## config.mk

```make
export PLATFORM = sky130hd
export DESIGN_NAME = alu_arbiter
export DESIGN_NICKNAME = d
export VERILOG_FILES = /design/src/rtl/alu_pkg.sv /design/src/rtl/alu.sv /design/src/rtl/rr_arbiter.sv /design/src/rtl/alu_arbiter.sv
export SDC_FILE = /design/constraint.sdc
export NUM_CORES = 1
export LEC_CHECK = 0
export CORE_MARGIN = 2
export CORE_UTILIZATION = 30
export DETAILED_ROUTE_END_ITERATION = 7
export REMOVE_ABC_BUFFERS = 1
export SLEW_MARGIN = 20
export SYNTH_ARGS = -nofsm -noshare
export SYNTH_HDL_FRONTEND = slang
export SYNTH_SLANG_ARGS = --single-unit
```

## constraint.sdc

```tcl
create_clock -name clk -period 5.8 [get_ports clk]
set_input_delay 1.45 -clock clk [delete_from_list [all_inputs] [get_ports clk]]
set_output_delay 1.45 -clock clk [all_outputs]
set_load 0.1 [all_outputs]
```

## src/rtl/alu_pkg.sv

```systemverilog
// alu_pkg: shared ALU opcode, request type and default datapath width.
package alu_pkg;
  localparam int DEF_XLEN = 32;
  typedef enum logic [2:0] {
    OP_ADD  = 3'b000,
    OP_SLL  = 3'b001,
    OP_SLT  = 3'b010,
    OP_SLTU = 3'b011,
    OP_XOR  = 3'b100,
    OP_SR   = 3'b101,
    OP_OR   = 3'b110,
    OP_AND  = 3'b111
  } alu_op_t;
  typedef struct packed {
    logic [DEF_XLEN-1:0] a;
    logic [DEF_XLEN-1:0] b;
    alu_op_t             op;
    logic                sign;
  } alu_req_t;
endpackage

```

## src/rtl/alu.sv

```systemverilog
// alu: combinational integer ALU; sign selects SUB for ADD and arithmetic shift for SR.
module alu import alu_pkg::*; #(
  parameter int XLEN = DEF_XLEN
) (
  input  logic [XLEN-1:0] a,
  input  logic [XLEN-1:0] b,
  input  alu_op_t         op,
  input  logic            sign,
  output logic [XLEN-1:0] y
);
  localparam int SHW = $clog2(XLEN);
  logic [SHW-1:0] shamt;
  assign shamt = b[SHW-1:0];
  always_comb begin
    y = '0;
    case (op)
      OP_ADD:  y = sign ? a - b : a + b;
      OP_SLL:  y = a << shamt;
      OP_SLT:  y = {{(XLEN-1){1'b0}}, $signed(a) < $signed(b)};
      OP_SLTU: y = {{(XLEN-1){1'b0}}, a < b};
      OP_XOR:  y = a ^ b;
      OP_SR:   y = sign ? XLEN'($signed(a) >>> shamt) : a >> shamt;
      OP_OR:   y = a | b;
      OP_AND:  y = a & b;
      default: y = '0;
    endcase
  end
endmodule

```

## src/rtl/rr_arbiter.sv

```systemverilog
// rr_arbiter: combinational round-robin grant, searching from last+1 with wrap.
module rr_arbiter #(
  parameter int NREQ = 2,
  localparam int IDW = $clog2(NREQ)
) (
  input  logic [NREQ-1:0] req,
  input  logic [IDW-1:0]  last,
  output logic [NREQ-1:0] grant
);
  logic [IDW:0]   sum  [NREQ];
  logic [IDW-1:0] cand [NREQ];
  logic           found;
  always_comb begin
    grant = '0;
    found = 1'b0;
    for (int k = 0; k < NREQ; k++) begin
      sum[k]  = {1'b0, last} + (IDW+1)'(k + 1);
      cand[k] = sum[k] >= (IDW+1)'(NREQ) ? IDW'(sum[k] - (IDW+1)'(NREQ)) : sum[k][IDW-1:0];
      if (!found && req[cand[k]]) begin
        grant[cand[k]] = 1'b1;
        found = 1'b1;
      end
    end
  end
endmodule

```

## src/rtl/alu_arbiter.sv

```systemverilog
// alu_arbiter: round-robin sharing of one ALU among NREQ requesters with a one-entry result stage.
module alu_arbiter import alu_pkg::*; #(
  parameter int XLEN = DEF_XLEN,
  parameter int NREQ = 2
) (
  input  logic                 clk,
  input  logic                 rst_n,
  input  logic                 flush,
  input  logic [NREQ-1:0]      req_valid,
  output logic [NREQ-1:0]      req_ready,
  input  logic [NREQ*XLEN-1:0] req_a,
  input  logic [NREQ*XLEN-1:0] req_b,
  input  logic [NREQ*3-1:0]    req_op,
  input  logic [NREQ-1:0]      req_sign,
  output logic [NREQ-1:0]      resp_valid,
  input  logic [NREQ-1:0]      resp_ready,
  output logic [XLEN-1:0]      resp_result
);
  localparam int IDW = $clog2(NREQ);
  logic [NREQ-1:0] grant;
  logic [IDW-1:0]  g, rr_last, out_id;
  logic [XLEN-1:0] a_sel, b_sel, alu_y, out_result;
  logic [2:0]      op_sel;
  logic            sign_sel, out_valid, can_accept, accept;
  rr_arbiter #(.NREQ(NREQ)) u_arb (.req(req_valid), .last(rr_last), .grant(grant));
  always_comb begin
    a_sel    = '0;
    b_sel    = '0;
    op_sel   = '0;
    sign_sel = 1'b0;
    g        = '0;
    for (int i = 0; i < NREQ; i++) begin
      a_sel    |= grant[i] ? req_a[i*XLEN +: XLEN] : '0;
      b_sel    |= grant[i] ? req_b[i*XLEN +: XLEN] : '0;
      op_sel   |= grant[i] ? req_op[i*3 +: 3] : 3'b000;
      sign_sel |= grant[i] & req_sign[i];
      g        |= grant[i] ? IDW'(i) : '0;
    end
  end
  alu #(.XLEN(XLEN)) u_alu (.a(a_sel), .b(b_sel), .op(alu_op_t'(op_sel)), .sign(sign_sel), .y(alu_y));
  assign can_accept  = !flush && (!out_valid || resp_ready[out_id]);
  assign req_ready   = can_accept ? grant : '0;
  assign accept      = can_accept && |grant;
  assign resp_valid  = out_valid ? {{(NREQ-1){1'b0}}, 1'b1} << out_id : '0;
  assign resp_result = out_result;
  // An accept overwrites a draining entry in place, so back-to-back ops leave no bubble.
  always_ff @(posedge clk or negedge rst_n) begin
    if (!rst_n) begin
      out_valid  <= 1'b0;
      out_id     <= '0;
      out_result <= '0;
      rr_last    <= IDW'(NREQ - 1);
    end else if (accept) begin
      out_valid  <= 1'b1;
      out_id     <= g;
      out_result <= alu_y;
      rr_last    <= g;
    end else if (flush || (out_valid && resp_ready[out_id])) begin
      out_valid  <= 1'b0;
    end
  end
endmodule
```

### Word-level counts from Yosys, hierarchy flattened

Cells that the tools add are included.

* bits in registers: 35
* latch bits: 0
* RAM bits: 0
* ROM bits: 0
* input port bits: 143
* word-level logic and storage cells: 83
* memories: 0

* add/subtract/negate cells: 6
* $mul: 0
* divide/modulo/power cells: 0
* magnitude comparators: 9
* eq/ne operators: 7
* shift-type cells: 4
* multiplexer cells: 29
* bitwise gates (word level): 10
* reductions and logical operators: 14

Operator list (count)
* $pmux W32 S8: 1
* $mux W32: 6
* $or A32 B32 Y32: 3
* $lt A32 B32 Y1: 2
* $add A32 B32 Y32: 1
* $and A32 B32 Y32: 1
* $shl A32 B5 Y32: 1
* $shr A32 B5 Y32: 1
* $sshr A32 B5 Y32: 1
* $sub A32 B32 Y32: 1
* $xor A32 B32 Y32: 1
* $mux W1: 14
* $eq A3 B3 Y1 const B: 4
* $mux W2: 4
* $eq A3 B2 Y1 const B: 2
* $logic_and A1 B1 Y1: 6
* $lt A1 B2 Y1 const B: 3
* $mux W3: 2
* $ge A2 B2 Y1 const B: 2
* $eq A3 B1 Y1 const B: 1
* $logic_not A1 Y1: 3
* $logic_not A3 Y1: 1
* $or A3 B3 Y3: 1
* $add A1 B1 Y2 const B: 1
* other kinds (11): 16

### Logic depth before layout (Yosys ltp)

Gate-level depths: netlist of run 1.

* depth after elaboration: 15
* mapped depth: 19
* depth with buffers taken out: 14

### By module

From an unflattened synthesis of run 1, not the netlist that was laid out.

* cells, all modules: 1492
* area, all modules: 10847.9 um2

By module, submodules not included
* alu: instances 1, cells an instance 1319, area each 8784.7 um2, sequential area each 0.0 um2
* alu_arbiter: instances 1, cells an instance 170, area each 2044.5 um2, sequential area each 877.1 um2
* rr_arbiter: instances 1, cells an instance 3, area each 18.8 um2, sequential area each 0.0 um2

### Worst setup path before layout of run 1

No wires, ideal clock.

* path kind: input to register
* from: in req_valid[0]
* to: reg out_result[25], in the netlist resp_result[25]
* library setup time: 0.145 ns
* data arrival time: 5.210 ns
* required time: 5.655 ns
* setup slack: 0.445 ns
* cell stages on the path: 18
* cell sequence: buf_2 a21boi_4 buf_4 a32o_1 buf_2 clkbuf_1 clkbuf_1 ha_1 clkbuf_1 nor2b_1 and3_1 o311ai_1 a21oi_1 a41o_1 o41ai_1 mux2_2 a211oi_1 a41oi_1

* longest elaborated chain between the ends: 11

Ends and longest elaborated chain
* start: declaration: line alu_arbiter.sv:9 `input logic [NREQ-1:0] req_valid,`
* $mux W1 (implied by the code) (2 in series): line rr_arbiter.sv:19 `if (!found && req[cand[k]]) begin`
* $mux W1: line rr_arbiter.sv:19
* $logic_not A1 Y1: line rr_arbiter.sv:19
* $logic_and A1 B1 Y1: line rr_arbiter.sv:19
* $mux W2 *: line rr_arbiter.sv:19
* $mux W32 (on tied branches): line alu_arbiter.sv:33, alu_arbiter.sv:34
* $or A32 B32 Y32 (on tied branches): line alu_arbiter.sv:33, alu_arbiter.sv:34
* $add A32 B32 Y32 (tied with other cells): line alu.sv:17 `OP_ADD: y = sign ? a - b : a + b;`
* $mux W32 (on tied branches): line alu.sv:17, alu.sv:22
* $pmux W32 S8: line alu.sv:16 `case (op)`
* end signal: assignment: line alu_arbiter.sv:56 `out_result <= alu_y;`
* end: declaration: line alu_arbiter.sv:22 `logic [XLEN-1:0] a_sel, b_sel, alu_y, out_result;`

Mark *: on every way between the ends. The rest lies on a longest branch, timed or not. The select of a mux whose other input is x is not followed.
A chain may end at the register's enable or synchronous reset.

### Final worst setup path of run 1

* from: in req_valid[1]
* to: reg out_result[30], in the netlist resp_result[30]

Same word-level chain as after synthesis.

==> results of run 1 <==
==> sequential cells by signal, summed over array words and instances (netlist names) <==
register	count
resp_result	32
out_id	1
out_valid	1
rr_last	1
==> kinds of logic (layout without fill, tap and decap cells) <==
group	count (synthesis)	in the layout	share of synthesized area
AOI/OAI and AO/OA	554	554	0.357
xor gates and xnor gates	19	19	0.0152
adders and majority gates	99	99	0.115
buffers and inverters	222	413	0.0908
DFF	35	35	0.0804
muxes	172	172	0.162
and+or+nand+nor	428	428	0.180
==> layout make-up <==
class,instances,area (µm²),area share
inverters,91,349,0.0250
well taps,461,577,0.0413
clock buffers,8,156,0.0112
repair buffers,314,2900,0.208
multi-input cells,1272,9090,0.652
flip-flops and latches,35,877,0.0629
==> worst max-delay path: cells and delay by family <==
| family | cells | cell delay (ps) |
|---|---|---|
| buffers and inverters | 3 | 980 |
| AO/OA/AOI/OAI | 6 | 1450 |
| adder cells (fa/ha/maj) | 1 | 350 |
| AND/OR/NAND/NOR | 5 | 1580 |
==> cell usage in the layout (no fill, tap or decap), drive strengths merged, types with 8 or more instances in the layout <==
| cell | synthesis | layout |
|---|---|---|
| a32oi | 18 | 18 |
| ha | 97 | 97 |
| buf | 72 | 140 |
| a221oi | 24 | 24 |
| or2 | 9 | 9 |
| xnor2 | 12 | 12 |
| nor2 | 126 | 126 |
| a22oi | 10 | 10 |
| o22ai | 17 | 17 |
| nand2b | 15 | 15 |
| a211oi | 25 | 25 |
| a31oi | 16 | 16 |
| a22o | 36 | 36 |
| o211ai | 36 | 36 |
| nor3 | 32 | 32 |
| nor2b | 10 | 10 |
| o221ai | 8 | 8 |
| a32o | 21 | 21 |
| a311oi | 8 | 8 |
| mux2 | 20 | 20 |
| o31ai | 15 | 15 |
| and3 | 8 | 8 |
| clkbuf | 59 | 8 |
| inv | 91 | 91 |
| o21ai | 108 | 108 |
| dfrtp | 34 | 34 |
| clkdlybuf4s50 | 0 | 174 |
| a21oi | 124 | 124 |
| nand3 | 39 | 39 |
| or3 | 11 | 11 |
| a21o | 17 | 17 |
| nand2 | 149 | 149 |
| mux2i | 151 | 151 |
==> path summary, 6_finish.rpt <==
path                                       from              end  slack, ps  depth (start not counted)
worst max-delay path               req_valid[1]  resp_result[30]        170                         15
worst min-delay path            resp_result[10]  resp_result[10]        480                          2
worst max register to register          rr_last  resp_result[30]       1380                         14
worst min register to register  resp_result[10]  resp_result[10]        480                          2
max in group asynchronous                 rst_n  resp_result[21]       4260                          1
min in group asynchronous                 rst_n        out_valid       1130                          1
==> per-layer routing <==
metal	vias to the layer above	GRT usage	routed length (µm)
li1	6111	-	-
met1	6459	0.390	24300
met2	720	0.435	24000
met3	110	0.0430	4440
met4	0	0.0939	1980
met5	-	0	0
==> repair_timing <==
action	4_1_cts	5_1_grt
setup endpoints to repair	0	3
hold buffers	0	0
setup buffers	0	2
resized for setup	0	1
==> power groups by stage <==
stage / logic [W] / clock network [W] / registers, W
after global routing: 0.00425 / 0.000336 / 0.000437
after global placement: 0.00393 / 0 / 0.000429
final: 0.00404 / 0.000321 / 0.000425
after floorplan: 0.00186 / 0 / 0.00109
after detailed placement: 0.00393 / 0 / 0.000430
after CTS: 0.00394 / 0.000326 / 0.000426
==> metrics by stage <==
stage	power, W	utilization	setup WS (ps)	std cells
after global placement	0.00436	0.385	-109	2171
after detailed placement	0.00436	0.385	-154	2171
after CTS	0.00470	0.389	130	2179
final	0.00478	0.390	166	2181
after floorplan	0.00295	-	-1660	1398
after global routing	0.00502	0.390	0.369	2181
==> results.py, run 1 <==
metrics = {
    "outcome": {
        "status": "complete, no violations",
    },
    "final_layout": {
        "drive_gt1_frac": 0.123,
        "n_antenna_cell": 0,
        "fill_cells": 3762,
        "fin_area_mm2": 0.0140,
        "fin_nets": 1961,
        "area_delta_synth_final_pct": 27.8,
    },
    "power_and_ir_drop": {
        "combPwrFrac": 0.844,
        "cellLeakagePower_nw": 5.95,
        "pwr-share-seq": 0.089,
        "power.density_mw_per_mm2": 343,
        "ir_drop_mv": 0.294,
        "sw_frac_of_total": 0.611,
        "p_switching_w": 0.00292,
        "clkPwrFrac": 0.067,
        "p_int_w": 0.00186,
    },
    "synth": {
        "synth_area_leader_cell": "mux2i_1",
        "synth_common_cells": "mux2i_1, nand2_1, nor2_1, a21oi_1",
        "yosysSeqAreaShare": 0.0804,
        "synth.cell_area_mm2": 0.0109,
        "synth_edf_count": 0,
        "avgSynthCellArea_um2": 7.14,
        "synth_cells": 1529,
        "synth_ff_type": "dfrtp_1",
        "ys_ff_latch": 35,
        "synth.area.top_cells": "mux2i_1, ha_1, dfrtp_1, a21oi_1, nand2_1",
        "ys_async_sr_fraction": 1.00,
        "yosysWarningCount": 0,
        "yosys.cell_count.top_type": "mux2i_1",
        "synth_top_area_share": 0.138,
        "yosys.cell_types.count": 91,
    },
    "floorplan": {
        "fp.dieH_um": 195,
        "start_util": 0.305,
        "fp.dieW_um": 195,
        "core_mm2": 0.0357,
        "num_io_pins": 179,
        "die_area_mm2": 0.0379,
        "rows": 69,
    },
    "grt": {
        "grt_max_degree": 62,
        "grt_antenna_before_repair": 0,
        "grt_pass1_vias": 12702,
        "grt_usage": 0.279,
        "gr-total-overflow": 0,
        "grt_pass1_wl_mm": 81.2,
    },
    "critical_path": {
        "start_kind": "input port",
        "crit_path_end_kind": "flip-flop",
        "worstPathArrival_ps": 5830,
        "critPathKind": "input port to flip-flop",
        "cp_max_fo": 9,
        "cp_slowest_cell": "clkdlybuf4s50_1",
        "slowest_delay_ps": 620,
        "required_ps": 5990,
        "crit_path_cell_trace": "clkdlybuf4s50_1 -> nand2b_2 -> and2_2 -> buf_12 -> a22o_1 -> ha_1 -> or3_1 -> or4_4 -> nor4_4 -> a2111oi_2 -> buf_4 -> o41ai_4 -> a221oi_1 -> a222oi_1 -> o21ai_1",
    },
    "detailed_routing": {
        "firstDrtPassIters": 5,
        "ant_nets": 0,
        "drt_wl_total_mm": 54.7,
        "drc_errors": 0,
        "drt_first_iter_violations": 1627,
        "avgRoutedWirePerCell_um": 25.1,
        "via_per_inst": 6.14,
        "vias": 13400,
    },
    "sta": {
        "fin_tns_setup_ps": 0,
        "whs_ps": 481,
        "period_share": 0.971,
        "setup-violations-final": 0,
        "period_minus_slack_ps": 5630,
        "tightest_slew_ps": 990,
        "skew_ps": 20.1,
        "fmax_mhz": 177,
        "slew_violations": 0,
        "relSlewSlack": 0.338,
        "rsz0062_at_grt": "no",
        "hold_violations": 0,
    },
    "clock_network": {
        "root_buffer": "clkbuf_16",
        "clk_pin_slew_ps": 80,
        "cts_tree": "built",
        "htree_num_levels": 2,
        "clockBufferDepth": 2,
        "cts_buffers": 5,
        "cts_num_sinks": 35,
        "clock_latency_ps": 310,
    },
    "flow_run": {
        "cap_violations": 0,
    },
    "place": {
        "postPlaceCellArea_mm2": 0.0138,
        "hpwlAfterDp_mm": 43.0,
        "gp_congestion": 1.02,
        "port_buffers": 178,
    },
    "worst_hold_path": {
        "worstHoldPathType": "flip-flop to flip-flop",
    },
}
Note: power is estimated with default switching activity, not from simulation.
==> run 2, diff against run 1 <==
Settings changed: PLACE_DENSITY_LB_ADDON from default to 0.12.
==> results.py, run 2 (same netlist as run 1, synthesis figures left out) <==
metrics = {
    "outcome": {
        "status": "complete, no violations",
    },
    "detailed_routing": {
        "vias": 13396,
        "firstDrtPassIters": 6,
        "drt_first_iter_violations": 1589,
        "drt_wl_total_mm": 57.6,
        "via_per_inst": 6.08,
        "drc_errors": 0,
        "avgRoutedWirePerCell_um": 26.2,
        "ant_nets": 0,
    },
    "floorplan": {
        "start_util": 0.305,
        "fp.dieW_um": 195,
        "core_mm2": 0.0357,
        "rows": 69,
        "num_io_pins": 179,
        "die_area_mm2": 0.0379,
        "fp.dieH_um": 195,
    },
    "final_layout": {
        "largest_reg_flops": 32,
        "final_cell_mix": "clkdlybuf4s50_1, mux2i_1, buf_4",
        "drive_gt1_frac": 0.136,
        "fin_area_mm2": 0.0142,
        "final_common_cell": "clkdlybuf4s50_1",
        "fin_nets": 1983,
        "area_delta_synth_final_pct": 29.7,
        "n_antenna_cell": 0,
        "fill_cells": 3839,
    },
    "clock_network": {
        "clock_latency_ps": 310,
        "clockBufferDepth": 2,
        "clk_pin_slew_ps": 70,
        "post_cts_buffers": 0,
        "htree_num_levels": 2,
        "cts_buffers": 5,
        "cts_tree": "built",
        "cts_num_sinks": 35,
        "root_buffer": "clkbuf_16",
    },
    "flow_run": {
        "cap_violations": 0,
    },
    "critical_path": {
        "cp_slowest_cell": "a221oi_2",
        "start_kind": "input port",
        "required_ps": 6040,
        "crit_path_end_kind": "flip-flop",
        "critPathKind": "input port to flip-flop",
        "crit_path_cell_trace": "clkdlybuf4s50_1 -> nand2b_2 -> buf_12 -> a32o_1 -> ha_1 -> inv_1 -> fa_1 -> nor2b_1 -> o211ai_1 -> nand3_1 -> a221oi_2 -> o21ai_0 -> buf_4 -> a2111oi_1 -> o31a_1 -> o21ai_0 -> a21oi_1",
        "crit_buf_inv": 4,
        "slowest_delay_ps": 580,
        "critPathTopFamily": "compound AO/OA/AOI/OAI gates",
        "worstPathArrival_ps": 5890,
        "cp_common_cell": "o21ai_0",
        "cp_max_fo": 9,
    },
    "sta": {
        "period_minus_slack_ps": 5660,
        "rsz0062_at_grt": "no",
        "whs_ps": 490,
        "relSlewSlack": 0.331,
        "fmax_mhz": 177,
        "hold_violations": 0,
        "tightest_slew_ps": 1000,
        "period_share": 0.975,
        "skew_ps": 4.71,
        "slew_violations": 0,
        "setup-violations-final": 0,
    },
    "power_and_ir_drop": {
        "ir_drop_mv": 0.290,
        "cellLeakagePower_nw": 6.06,
        "power_w": 0.00487,
        "power.density_mw_per_mm2": 344,
    },
    "place": {
        "gp_congestion": 1.01,
        "port_buffers": 178,
        "hpwlAfterDp_mm": 45.1,
        "postPlaceCellArea_mm2": 0.0140,
    },
    "grt": {
        "grt_max_degree": 62,
        "grt_pass1_wl_mm": 85.3,
        "grt_usage": 0.296,
        "grt_antenna_before_repair": 2,
        "gr-total-overflow": 0,
        "grt_pass1_vias": 12965,
    },
    "worst_hold_path": {
        "worstHoldPathType": "flip-flop to flip-flop",
    },
}
[run 2: through the flow]
step	worst slack, ps	setup TNS [ps]	instances	utilization
6_report	143	0	2203	0.396
5_1_grt	13.2	0	2203	0.396
4_1_cts	5.42	0	2203	0.395
3_5_place_dp	-310	-1410	2195	0.391
3_3_place_gp	-151	-774	2195	0.391
2_1_floorplan	-1660	-34760	1398	-
[run 2: power breakdown]
part	switching (W)	internal [W]	leakage (nW)
Clock	0.000145	0.000184	0.0761
Combinational	0.00276	0.00136	5.58
Sequential	0.0000773	0.000345	0.405
Total	0.00298	0.00189	6.06
[run 2: per-layer routing]
metal | up-vias | part of all wire | GRT usage
li1 | 6164 | - | -
met1 | 6511 | 0.46 | 0.414
met2 | 638 | 0.44 | 0.468
met3 | 81 | 0.072 | 0.0446
met4 | 2 | 0.029 | 0.0916
met5 | - | 0.00023 | 0
[run 2: worst min-delay path, stage by stage, from the launching register on]
cell and delay, ps:
dfrtp_1 350, nand2_1 50, o31ai_1 50
[run 2: what timing repair did]
action                     CTS  global route
setup endpoints to repair    0             7
gates resized for setup      0             5
hold buffers                 0             0
[run 2: final cells by class]
class,instances,area (µm²),share of cell area
clock buffer,7,153,0.0108
clock inverter,1,7.51,0.000530
inverter,91,349,0.0247
multi-input combinational,1272,9120,0.644
sequential,35,877,0.0620
tap,461,577,0.0408
timing repair buffer,336,3070,0.217
[run 2: worst paths after layout]
path,startpoint,end,slack (ps),cells after the start
worst min-delay path,resp_result[3],resp_result[3],490,2
max in group asynchronous,rst_n,resp_result[23],4200,1
worst max register to register,rr_last,resp_result[24],1350,16
worst max-delay path,req_valid[1],resp_result[24],140,17
min in group asynchronous,rst_n,out_id,1160,1
worst min register to register,resp_result[3],resp_result[3],490,2
